File: src/rtl/cpu_pkg.sv
// Shared fetch-stage definitions for the 16-bit processor.
package cpu_pkg;

    // Instruction memory is word addressed.
    localparam int unsigned ADDR_WIDTH = 10;

    typedef logic [ADDR_WIDTH-1:0] instr_addr_t;

    // Address loaded while reset is asserted.
    localparam instr_addr_t RESET_ADDR = 10'h000;

    // Step between sequential fetches.
    localparam instr_addr_t INCREMENT = 10'd1;

endpackage

File: src/rtl/program_counter.sv
// Instruction-fetch program counter. Holds the current fetch address and on
// every rising edge either loads a branch target, holds on stall, or advances
// to the next sequential address supplied by an external pc_adder. The output
// is a pure register with no combinational path from any input.
module program_counter
    import cpu_pkg::*;
(
    input  logic                  clk,
    input  logic                  reset,
    input  logic                  branch,
    input  logic                  stall,
    input  logic [ADDR_WIDTH-1:0] adder_input,
    input  logic [ADDR_WIDTH-1:0] br_address,
    output logic [ADDR_WIDTH-1:0] instr_address
);

    instr_addr_t pc_q;

    // PC register: async reset first so undefined branch/stall during reset
    // cannot leak into the output; branch outranks stall so a taken branch
    // still redirects fetch while the pipeline is stalled.
    always_ff @(posedge clk or posedge reset) begin
        if (reset) begin
            pc_q <= RESET_ADDR;
        end else if (branch) begin
            pc_q <= br_address;
        end else if (!stall) begin
            pc_q <= adder_input;
        end
    end

    assign instr_address = pc_q;

endmodule

File: config.mk
export PLATFORM = sky130hd
export DESIGN_NAME = program_counter
export DESIGN_NICKNAME = d
export VERILOG_FILES = /design/src/rtl/cpu_pkg.sv /design/src/rtl/program_counter.sv
export SDC_FILE = /design/constraint.sdc
export NUM_CORES = 1
export LEC_CHECK = 0
export CORE_UTILIZATION = 32
export CTS_CLUSTER_DIAMETER = 50
export DETAILED_ROUTE_END_ITERATION = 10
export PLACE_DENSITY = 0.77
export SLEW_MARGIN = 15
export SYNTH_ARGS = -nofsm -noshare
export SYNTH_HDL_FRONTEND = slang
export SYNTH_SLANG_ARGS = --single-unit
export TNS_END_PERCENT = 50
File: constraint.sdc
create_clock -name clk -period 0.9 [get_ports clk]
set_input_delay 0.225 -clock clk [delete_from_list [all_inputs] [get_ports clk]]
set_output_delay 0.225 -clock clk [all_outputs]
set_load 0.05 [all_outputs]
==> impl_metrics.json <==
{
  "run_status": "finished with violations",
  "violations": "negative setup slack",
  "wl_um": 1260,
  "vias_per_cell": 4.60,
  "drv_cap": 0,
  "tightest_slew_ns": 0.392,
  "rsz0062_at_grt": "yes",
  "post-place-cells": 92,
  "num_antenna_cells": 0,
  "switching_share": 0.307,
  "rr_startpoint": "instr_address[5]",
  "clockBufferDepth": 2,
  "io_buffers": 33,
  "grt_pass1_vias": 423,
  "r2r_cells": 3,
  "clock_skew_ns": 0,
  "pwr_density_cell_nw_per_um2": 1530,
  "p_leak_nw": 0.452,
  "crit_start": "instr_address[0]",
  "p_switching_mw": 0.465,
  "grtUsageTotal": 0.174,
  "die_width_um": 40.2,
  "netlist_area_sq_um": 467,
  "grt_max_degree": 11,
  "root_buffer": "clkbuf_4",
  "endpoint_kind": "output port",
  "gp_congestion": 0.687,
  "clkPwrFrac": 0.277,
  "ys_types": 8,
  "largest_reg_flops": 10,
  "setup_violations": 11,
  "cp.arrival_ns": 0.85,
  "slew_violations": 0,
  "comb_power_share": 0.369,
  "drc": 0,
  "p_int_mw": 1.05,
  "fp.coreArea_sq_um": 1330,
  "cp.depth": 1,
  "yosysTopAreaCellShare": 0.536,
  "synth_area_leader_cell": "dfrtp_1",
  "min_period_ns": 1.08,
  "clock_latency_ns": 0.27,
  "synth_cells": 44,
  "grt_antenna_before_repair": 0,
  "cp-start-kind": "flip-flop",
  "fill_cells": 86,
  "io_pins": 34,
  "syn2layout_area_growth_pct": 113,
  "crit_path_max_incr_delay_ns": 0.43,
  "hold_viol": 0,
  "postLayoutCellArea_sq_um": 993,
  "fin_tns_setup_ns": -1.70,
  "critPathRequiredTime_ns": 0.67,
  "ys_warn_count": 0,
  "cts_hold_repair.buffers": 0,
  "routedWlPerCell_um": 12.8,
  "fp.dieArea_sq_um": 1620,
  "synth_area_leaders": "dfrtp_1, mux2i_1, o21ai_1",
  "start_util": 0.350,
  "postPlaceCellArea_sq_um": 936,
  "reg2reg_setup_slack_ns": 0.04,
  "cts_buffers": 3,
  "maxSlewHeadroom": 0.738,
  "endpoint": "instr_address[0]",
  "cts_tree": "done",
  "yosysSeqAreaShare": 0.536,
  "slowest_stage": "dfrtp_2",
  "crit_buf_inv": 1,
  "crit_fanout": 2,
  "finalWorstSetupSlack_ns": -0.178,
  "syn_area_per_cell_sq_um": 10.6,
  "ys_ff_latch": 10,
  "cp_cell_sequence": "buf_12",
  "die_y_um": 40.2,
  "irDropWorstVdd_mv": 0.901,
  "rows": 13,
  "r2r_end": "instr_address[5]",
  "seq_power_share": 0.355,
  "pre_cts_slack_ns": -0.433,
  "fin_cells": 98,
  "post-route-period-util": 1.20,
  "syn_nets": 68,
  "clock.fmax_ghz": 0.928,
  "dp_hpwl_um": 938,
  "clkTransAtPathRegs_ns": 0.07,
  "crit_type": "reg2out",
  "cts.sinks": 10,
  "ant_nets": 0,
  "finalNetCount": 108,
  "drt_iter0_drc": 1,
  "grt_pass1_wl_um": 1740,
  "num_vias": 451,
  "layout-drive-gt1-share": 0.301,
  "crit_family": "flip-flops",
  "grt.overflow.total": 0,
  "firstDrtPassIters": 2,
  "htree_num_levels": 1,
  "hold_path.class": "in2async"
}
through the flow:
stage	hold slack, ns	utilization	total power, mW
2_1_floorplan	0.0648	-	0.767
3_3_place_gp	0.531	0.702	1.09
3_5_place_dp	0.534	0.702	1.10
4_1_cts	0.236	0.742	1.52
5_1_grt	0.268	0.745	1.59
6_report	0.223	0.745	1.52
routing by layer:
metal,vias to the layer above,GRT usage,wire (um)
met5,-,0,0
met4,0,0.100,27
met3,5,0.0778,143
met2,22,0.278,546
met1,195,0.190,538
li1,229,-,-
cell type report:
class,instances,area [sq um],area share
repair buffers,38,487,0.490
clock buffers,4,36.3,0.0365
flip-flops and latches,10,256,0.258
inverters,1,3.75,0.00378
multi-input cells,30,191,0.193
well taps,15,18.8,0.0189
worst min-delay path by stage:
stage	slack, ns	to	from	depth (start not counted)
2_1_floorplan	0.06	instr_address[4]	reset	1
3_3_place_gp	0.53	instr_address[9]	reset	2
3_5_place_dp	0.53	instr_address[9]	reset	2
4_1_cts	0.24	instr_address[9]	reset	2
5_1_grt	0.27	instr_address[4]	reset	2
6_report	0.22	instr_address[9]	reset	2
cell usage in the layout, fill, tap and decap left out, drive strengths merged:
cell,instances
buf,15
clkbuf,4
clkdlybuf4s50,22
dfrtp,10
dlygate4sd2,1
inv,1
mux2i,10
nand2,10
o21ai,10
cells in the mapped netlist, drive strengths merged:
master  count
buf         3
dfrtp      10
inv         1
mux2i      10
nand2      10
o21ai      10
cells by family after synthesis:
kind of cell	count (synthesis)	share of synthesized area
compound gates	10	0.115
buf+inv	4	0.0536
flops	10	0.536
mux	10	0.214
simple gates	10	0.0804
timing repair:
item / in CTS / in global routing
resized for setup: 2 / 1
setup endpoints to repair: 20 / 11
setup buffers: 2 / 0
power by group through the flow:
stage	combinational, mW	sequential [mW]	clock (mW)
after floorplan	0.0939	0.674	0
after global placement	0.540	0.547	0
after detailed placement	0.547	0.548	0
after CTS	0.562	0.538	0.424
after global routing	0.587	0.542	0.465
final	0.559	0.538	0.420
No activity file was read; power rests on OpenSTA's default activity.
